<file path="config.mk">
export PLATFORM = sky130hd
export DESIGN_NAME = stream_mux
export DESIGN_NICKNAME = d
export VERILOG_FILES = /design/src/rtl/stream_mux.sv
export SDC_FILE = /design/constraint.sdc
export NUM_CORES = 1
export LEC_CHECK = 0
export ABC_AREA = 0
export ABC_CLOCK_PERIOD_IN_PS = 3500
export CORE_ASPECT_RATIO = 1.25
export CORE_MARGIN = 1
export CORE_UTILIZATION = 42
export DETAILED_ROUTE_END_ITERATION = 8
export PLACE_DENSITY = 0.77
export SLEW_MARGIN = 40
export SYNTH_ARGS = -nofsm -noshare
export SYNTH_HDL_FRONTEND = slang
export SYNTH_SLANG_ARGS = --single-unit
</file>
<file path="constraint.sdc">
create_clock -name clk_i -period 3.5 [get_ports clk_i]
set_input_delay 0.875 -clock clk_i [delete_from_list [all_inputs] [get_ports clk_i]]
set_output_delay 0.875 -clock clk_i [all_outputs]
set_load 0.05 [all_outputs]
</file>
<file path="src/rtl/stream_mux.sv">
// Registered N-input valid/ready stream multiplexer with an external-select or round-robin grant.
// A single output register stage decouples the winning producer from the consumer.
module stream_mux #(
    parameter int NumInp    = 3,
    parameter int DataWidth = 8,
    parameter int IdxWidth  = $clog2(NumInp)
) (
    input  logic                        clk_i,
    input  logic                        rst_ni,
    input  logic [NumInp-1:0]           inp_valid_i,
    output logic [NumInp-1:0]           inp_ready_o,
    input  logic [NumInp*DataWidth-1:0] inp_data_i,
    input  logic                        ext_sel_i,
    input  logic [IdxWidth-1:0]         sel_i,
    output logic                        oup_valid_o,
    input  logic                        oup_ready_i,
    output logic [DataWidth-1:0]        oup_data_o,
    output logic [IdxWidth-1:0]         oup_idx_o
);

    localparam logic EMPTY = 1'b0;
    localparam logic FULL  = 1'b1;

    logic                 state;
    logic [IdxWidth-1:0]  rr_ptr;
    logic                 load_en;
    logic                 gnt_valid;
    logic [IdxWidth-1:0]  gnt_idx;
    logic                 xfer;
    logic [DataWidth-1:0] load_data;
    logic [IdxWidth-1:0]  rr_next;
    int                   cand;

    // Pass-through: a full register that is being drained can take a new beat in the same cycle.
    assign load_en = (state == EMPTY) || oup_ready_i;

    // NOTE: every variable gets a default at the top of the block so no latch is inferred.
    always_comb begin
        gnt_valid = 1'b0;
        gnt_idx   = '0;
        cand      = 0;
        if (ext_sel_i) begin
            if (int'(sel_i) < NumInp && inp_valid_i[sel_i]) begin
                gnt_valid = 1'b1;
                gnt_idx   = sel_i;
            end
        end else begin
            for (int i = 0; i < NumInp; i++) begin
                cand = int'(rr_ptr) + i;
                if (cand >= NumInp) cand = cand - NumInp;
                if (!gnt_valid && inp_valid_i[cand]) begin
                    gnt_valid = 1'b1;
                    gnt_idx   = IdxWidth'(cand);
                end
            end
        end
    end

    assign xfer      = load_en && gnt_valid;
    assign load_data = inp_data_i[int'(gnt_idx)*DataWidth +: DataWidth];
    assign rr_next   = (gnt_idx == IdxWidth'(NumInp - 1)) ? '0 : gnt_idx + IdxWidth'(1);

    // Ready is masked during reset, when the register would otherwise look EMPTY.
    always_comb begin
        inp_ready_o = '0;
        if (rst_ni && xfer) inp_ready_o[gnt_idx] = 1'b1;
    end

    // NOTE: sequential state uses non-blocking assignments so all registers update together.
    always_ff @(posedge clk_i or negedge rst_ni) begin
        if (!rst_ni) begin
            state      <= EMPTY;
            rr_ptr     <= '0;
            oup_data_o <= '0;
            oup_idx_o  <= '0;
        end else if (xfer) begin
            state      <= FULL;
            oup_data_o <= load_data;
            oup_idx_o  <= gnt_idx;
            if (!ext_sel_i) rr_ptr <= rr_next;
        end else if (state == FULL && oup_ready_i) begin
            state <= EMPTY;
        end
    end

    assign oup_valid_o = (state == FULL);

endmodule

</file>
-- After elaboration in Yosys (flattened, before gate mapping)
Cells that the tools add are included.
- bits in registers: 13
- latch bits: 0
- memory bits (writable): 0
- memory bits (read-only): 0
- output and inout bits: 14
- logic and storage cells: 71
- memories: 0
- $add $sub $neg: 6
- multipliers: 0
- div/mod/pow operators: 0
- $lt $le $gt $ge: 10
- eq/ne operators: 1
- shift operators: 1
- muxes and demuxes: 35
- bitwise operators: 2
- reductions and logical operators: 12
- operator list (cell ; count):
    2-to-1 mux 32 bit ; 6
    less-than comparator 32 x 4 -> 1 bit (second input constant) ; 3
    indexed part select 24 x 6 -> 8 bit ; 1
    2-to-1 mux 1 bit ; 17
    2-to-1 mux 2 bit ; 6
    binary-select mux 1 bit (select 2 bit) ; 4
    subtractor 3 x 2 -> 4 bit (second input constant) ; 2
    logical AND 1 bit ; 7
    greater-or-equal comparator 3 x 2 -> 1 bit (second input constant) ; 2
    less-than comparator 2 x 3 -> 1 bit (second input constant) ; 2
    adder 2 x 1 -> 3 bit (second input constant) ; 1
    adder 2 x 2 -> 3 bit (second input constant) ; 1
    2-to-1 mux 3 bit ; 1
    subtractor 2 x 2 -> 3 bit (second input constant) ; 1
    adder 2 x 1 -> 2 bit (second input constant) ; 1
    demux 1 bit (select 2 bit) ; 1
    == test 2 bit (second input constant) ; 1
    greater-or-equal comparator 2 x 1 -> 1 bit (second input constant) ; 1
    greater-or-equal comparator 2 bit (second input constant) ; 1
    logical NOT 1 bit ; 2
    less-than comparator 2 bit (second input constant) ; 1
    inverter 1 bit ; 2
    AND reduction 2 bit ; 1
    nonzero test 2 bit ; 1
    logical OR 1 bit ; 1

-- Longest topological paths before layout
Gate-level depths: netlist of run 1.
- word-level depth: 21
- gate-level depth with buffers: 10
- gate-level depth less buffers: 8

-- Worst setup path after synthesis of run 1
Ideal clock, no wire load.
- path kind: input-to-output
- from: input sel_i[0]
- to: output inp_ready_o[0]
- arrival time: 2.442 ns
- required time: 2.625 ns
- setup slack: 0.183 ns
- stages on the path: 6
- path buffers: 0
- cell sequence: inv_1 > and3_1 > o21ai_0 > o31a_1 > nand3_1 > nor2b_1
- longest elaborated chain between the ends: 10
- elaborated cells on any way between the ends: 16
- those cells by class: order compare (3); mux (9); reduce/logical (4)
- ends and longest elaborated chain (item ; line ; RTL):
    start, declared ; 14 ; input logic [IdxWidth-1:0] sel_i,
    binary-select mux 1 bit (select 2 bit) ; 43 ; if (int'(sel_i) < NumInp && inp_valid_i[sel_i]) begin
    2-to-1 mux 1 bit (implied by the code) ; 43 ;
    logical AND 1 bit ; 43 ;
    2-to-1 mux 2 bit ; 43 ;
    2-to-1 mux 2 bit ; 42 ; if (ext_sel_i) begin
    less-than comparator 2 x 3 -> 1 bit (implied by the code) or greater-or-equal comparator 2 x 1 -> 1 bit (tied branches) ; 66 ; if (rst_ni && xfer) inp_ready_o[gnt_idx] = 1'b1;
    logical AND 1 bit (implied by the code) ; 66 ;
    2-to-1 mux 1 bit (implied by the code) ; 66 ;
    demux 1 bit (select 2 bit) ; 66 ;
    2-to-1 mux 3 bit * ; 66 ;
    end, declared ; 11 ; output logic [NumInp-1:0] inp_ready_o,
Mark *: on every way between the ends. The rest lies on a longest branch, timed or not. The select of a mux whose other input is x is not followed.

-- Worst setup path in the final report of run 1
- from: register rr_ptr[0]
- to: output inp_ready_o[2]
- longest elaborated chain between the ends: 21
- elaborated cells on any way between the ends: 45
- those cells by class: add/sub (5); order compare (5); mux (28); reduce/logical (7)
- ends and longest elaborated chain (item ; line ; RTL):
    start, declared ; 25 ; logic [IdxWidth-1:0] rr_ptr;
    start signal, assigned ; 80 ; if (!ext_sel_i) rr_ptr <= rr_next;
    parallel branches: the longest is 20 deep, another holds subtractor 3 x 2 -> 4 bit ; - ;
    2-to-1 mux 3 bit * ; 66 ;
Every way passes the cells marked *. The select of a mux whose other input is x is not followed.

==> results of run 1 <==
## sequential cells by signal, indices dropped and copies added, names as in the netlist
signal       flops
oup_data_o       8
oup_idx_o        2
oup_valid_o      1
rr_ptr           2
## power by group
| part | leakage [nW] | internal [W] | switching, W |
|---|---|---|---|
| Clock | 0.0150 | 0.0000444 | 0.0000531 |
| Combinational | 0.594 | 0.000448 | 0.000600 |
| Sequential | 0.147 | 0.000217 | 0.0000522 |
## per-stage QoR
step	cell area [um^2]	power, W	setup WS [ns]
after global placement	1704	0.001255	-0.06012
after floorplan	1077	0.0009373	0.1826
after detailed placement	1704	0.001282	-0.09655
final	1762	0.001414	0.1076
after global routing	1762	0.001495	0.009691
after CTS	1742	0.001395	0.02708
## synthesized netlist by cell type (all sizes together)
cell type / count / area [um^2]
inv: 5 / 18.77
clkbuf: 1 / 3.750
nor4b: 1 / 15.01
o311ai: 1 / 26.28
nand3: 3 / 15.01
nor3: 2 / 10.01
o31ai: 4 / 35.03
o311a: 1 / 21.27
mux2i: 12 / 120.1
a21o: 2 / 15.01
o211ai: 1 / 7.510
a21oi: 8 / 40.04
or2: 1 / 8.760
o21ai: 17 / 92.59
ha: 4 / 50.05
a211o: 1 / 8.760
dfrtp: 13 / 325.3
o41ai: 1 / 8.760
nand3b: 1 / 7.510
o31a: 2 / 17.52
o22ai: 10 / 95.10
and3: 2 / 12.51
nor2: 11 / 41.29
nand2: 8 / 30.03
nand2b: 1 / 6.260
buf: 4 / 38.78
nor2b: 1 / 6.260
## per-layer routing
layer,share of wire,wire length [um],up-vias,GRT usage
met3,0.053,167,7,0.04601
li1,-,-,574,-
met4,0.023,73,0,0.1633
met1,0.39,1236,546,0.2710
met2,0.53,1678,51,0.4207
met5,0,0,-,0
## kinds of logic after synthesis
kind of cell	Yosys count
AO/OA/AOI/OAI	48
adder cells (fa/ha/maj)	4
buffers and inverters	10
flip-flops	13
multiplexers	12
AND/OR/NAND/NOR	31
## repair_timing
item	CTS	global route
resized for setup	4	5
buffers inserted	1	1
endpoints found under the setup margin	3	3
cloned	0	0
pin swaps	0	1
## cell type report
cell class | count | area, um^2
Tap cell | 33 | 41.29
Inverter | 5 | 18.77
Fill cell | 196 | 665.6
Timing Repair Buffer | 68 | 643.1
Clock buffer | 4 | 26.28
Sequential cell | 13 | 325.3
Multi-Input combinational cell | 95 | 706.9
## worst min-delay path: cells and delay by family, from the launching register on
family,cells,cell delay (ns)
AOI/OAI and AO/OA,1,0.07
DFF,1,0.35
and+or+nand+nor,1,0.05
## worst paths after layout
path                              start              to  slack, ns  cells after the start
hold reg to reg            oup_idx_o[0]    oup_idx_o[0]       0.50                      2
hold / removal             oup_idx_o[0]    oup_idx_o[0]       0.50                      2
max in group asynchronous        rst_ni       rr_ptr[1]       2.33                      2
setup reg to reg              rr_ptr[0]   oup_data_o[6]       1.01                      9
setup / recovery              rr_ptr[0]  inp_ready_o[2]       0.11                      8
min in group asynchronous        rst_ni   oup_data_o[6]       0.81                      1
==> summary.md, run 1 <==
| Metric | Value |
|---|---|
| Run status | `finished, final reports clean` |
| Fin crit period | `3.392 ns` |
| Power per Cell Area | `802.7 nW/um^2` |
| DRC viols | `0` |
| 1st-iter DRT viols | `27` |
| P_leak | `0.7555 nW` |
| Buffers & Inverters on Critical Path | `2` |
| Fmax | `294.8 MHz` |
| Post-route ant nets | `0` |
| Skew final | `0.001911 ns` |
| Worst path cell trace | `inv_1, ha_2, mux2i_1, o22ai_1, or2_4, o311a_4, and3_1, buf_4` |
| # diodes | `0` |
| CTS tree | `built` |
| Adder-cell share of the synthesized area | `0.04646` |
| Setup crit start kind | `flip-flop` |
| Synthesized Nets | `155` |
| Worst min-delay path class | `reg2reg` |
| Compound-gate portion of the synthesized area | `0.3415` |
| Vias | `1178` |
| Netlist cell types | `33` |
| Multiplexer area fraction after synthesis | `0.1115` |
| Longest Clk Path Bufs | `2` |
| Dpl cells | `212` |
| Least-Margin Pin Slew | `0.5325 ns` |
| Placer Congestion | `0.8660` |
| CP max stage delay | `0.41 ns` |
| Largest family of logic cells by synthesized area | `compound AO/OA/AOI/OAI gates` |
| Final setup TNS | `0 ns` |
| Xor-xnor portion of the synthesized cell area | `0` |
| Slew margin rel. | `0.6439` |
| Worst setup EP type | `primary output` |
| Sequential share of the synthesized area | `0.3020` |
| First-pass GRT wire length | `4905 um` |
| Die width | `47.30 um` |
| CORE AREA | `2427 um^2` |
| CP Data Required Time | `2.62 ns` |
| Vias in the first global route | `1165` |
| Hold buffers post-CTS | `0` |
| Commonest non-fill, non-tap cell in the layout | `clkdlybuf4s50_1` |
| Syn_area_per_cell | `9.130 um^2` |
| Router iterations before antenna repair | `4` |
| Die area | `2773 um^2` |
| Vias per cell | `5.404` |
| Endpoints failing hold | `0` |
| Most frequent cells in the layout | `clkdlybuf4s50_1 (40), buf_4 (23), dfrtp_1 (13)` |
| Top delay family on crit path | `compound AO/OA/AOI/OAI gates` |
| I/O pin cnt | `47` |
| Max VDD drop | `0.4936 mV` |
| Synthesized area | `1077 um^2` |
| Worst Path Arrival | `2.52 ns` |
| Largest net degree at the start of global routing | `17` |
| Initial antenna violation count | `0` |
| Number of max-cap violations | `0` |
| Count of buffers from port buffering | `46` |
| Area Overhead vs Synth | `63.53%` |
| Nets | `223` |
| H-tree levels | `1` |
| CTS clk-pin slew, worst paths | `0.08 ns` |
| Synthesis warning total | `0` |
| Max-slew violations | `0` |
| Num CTS Buffers | `3` |
| Min Hold Slack | `0.5000 ns` |
| Core Util, Final | `0.7258` |
| Grt ovf | `0` |
| Clock root buffer | `clkbuf_4` |
| Die H | `58.63 um` |
| Tot GR Track Use | `0.2494` |
| Num Clock Sinks | `13` |
| Simple-gate share of the synthesized area | `0.1417` |
| Crit path kind | `reg2out` |
| Clock Latency Late Sink | `0.29 ns` |
| Period Utilization, post-route | `0.9693` |
| Initial cell density of the core | `0.4438` |
| Final HPWL DP | `2395 um` |
| Syn Inst Count | `118` |
| # rows | `20` |
| Layout cells sized above 1 | `0.2378` |
| Slowest library cell on the worst path | `ha_2` |
| WL final | `3155 um` |
| CP Max Fanout | `7` |
| Count of state elements after synthesis | `13` |
| # setup viols final | `0` |
| Final non-filler cell total | `218` |
| Wire per inst | `14.47 um` |
| Unrepaired setup endpoints after global routing | `no` |
Note: power is estimated with default switching activity, not from simulation.
==> run 2: changes to the inputs <==
--- a/config.mk
+++ b/config.mk
@@ -10,6 +10,7 @@
 export CORE_ASPECT_RATIO = 1.25
 export CORE_MARGIN = 1
 export CORE_UTILIZATION = 42
+export CTS_CLUSTER_DIAMETER = 80
 export DETAILED_ROUTE_END_ITERATION = 8
 export PLACE_DENSITY = 0.77
 export SLEW_MARGIN = 40
==> results of run 2 <==
Same layout as run 1: the final DEF is identical, and so are final timing and power.
==> run 3: changes to the inputs <==
--- a/config.mk
+++ b/config.mk
@@ -13,7 +13,7 @@
 export CTS_CLUSTER_DIAMETER = 80
 export DETAILED_ROUTE_END_ITERATION = 8
 export PLACE_DENSITY = 0.77
-export SLEW_MARGIN = 40
+export SKIP_LAST_GASP = 1
 export SYNTH_ARGS = -nofsm -noshare
 export SYNTH_HDL_FRONTEND = slang
 export SYNTH_SLANG_ARGS = --single-unit
==> results of run 3 <==
Same layout as run 1: the final DEF is identical, and so are final timing and power.
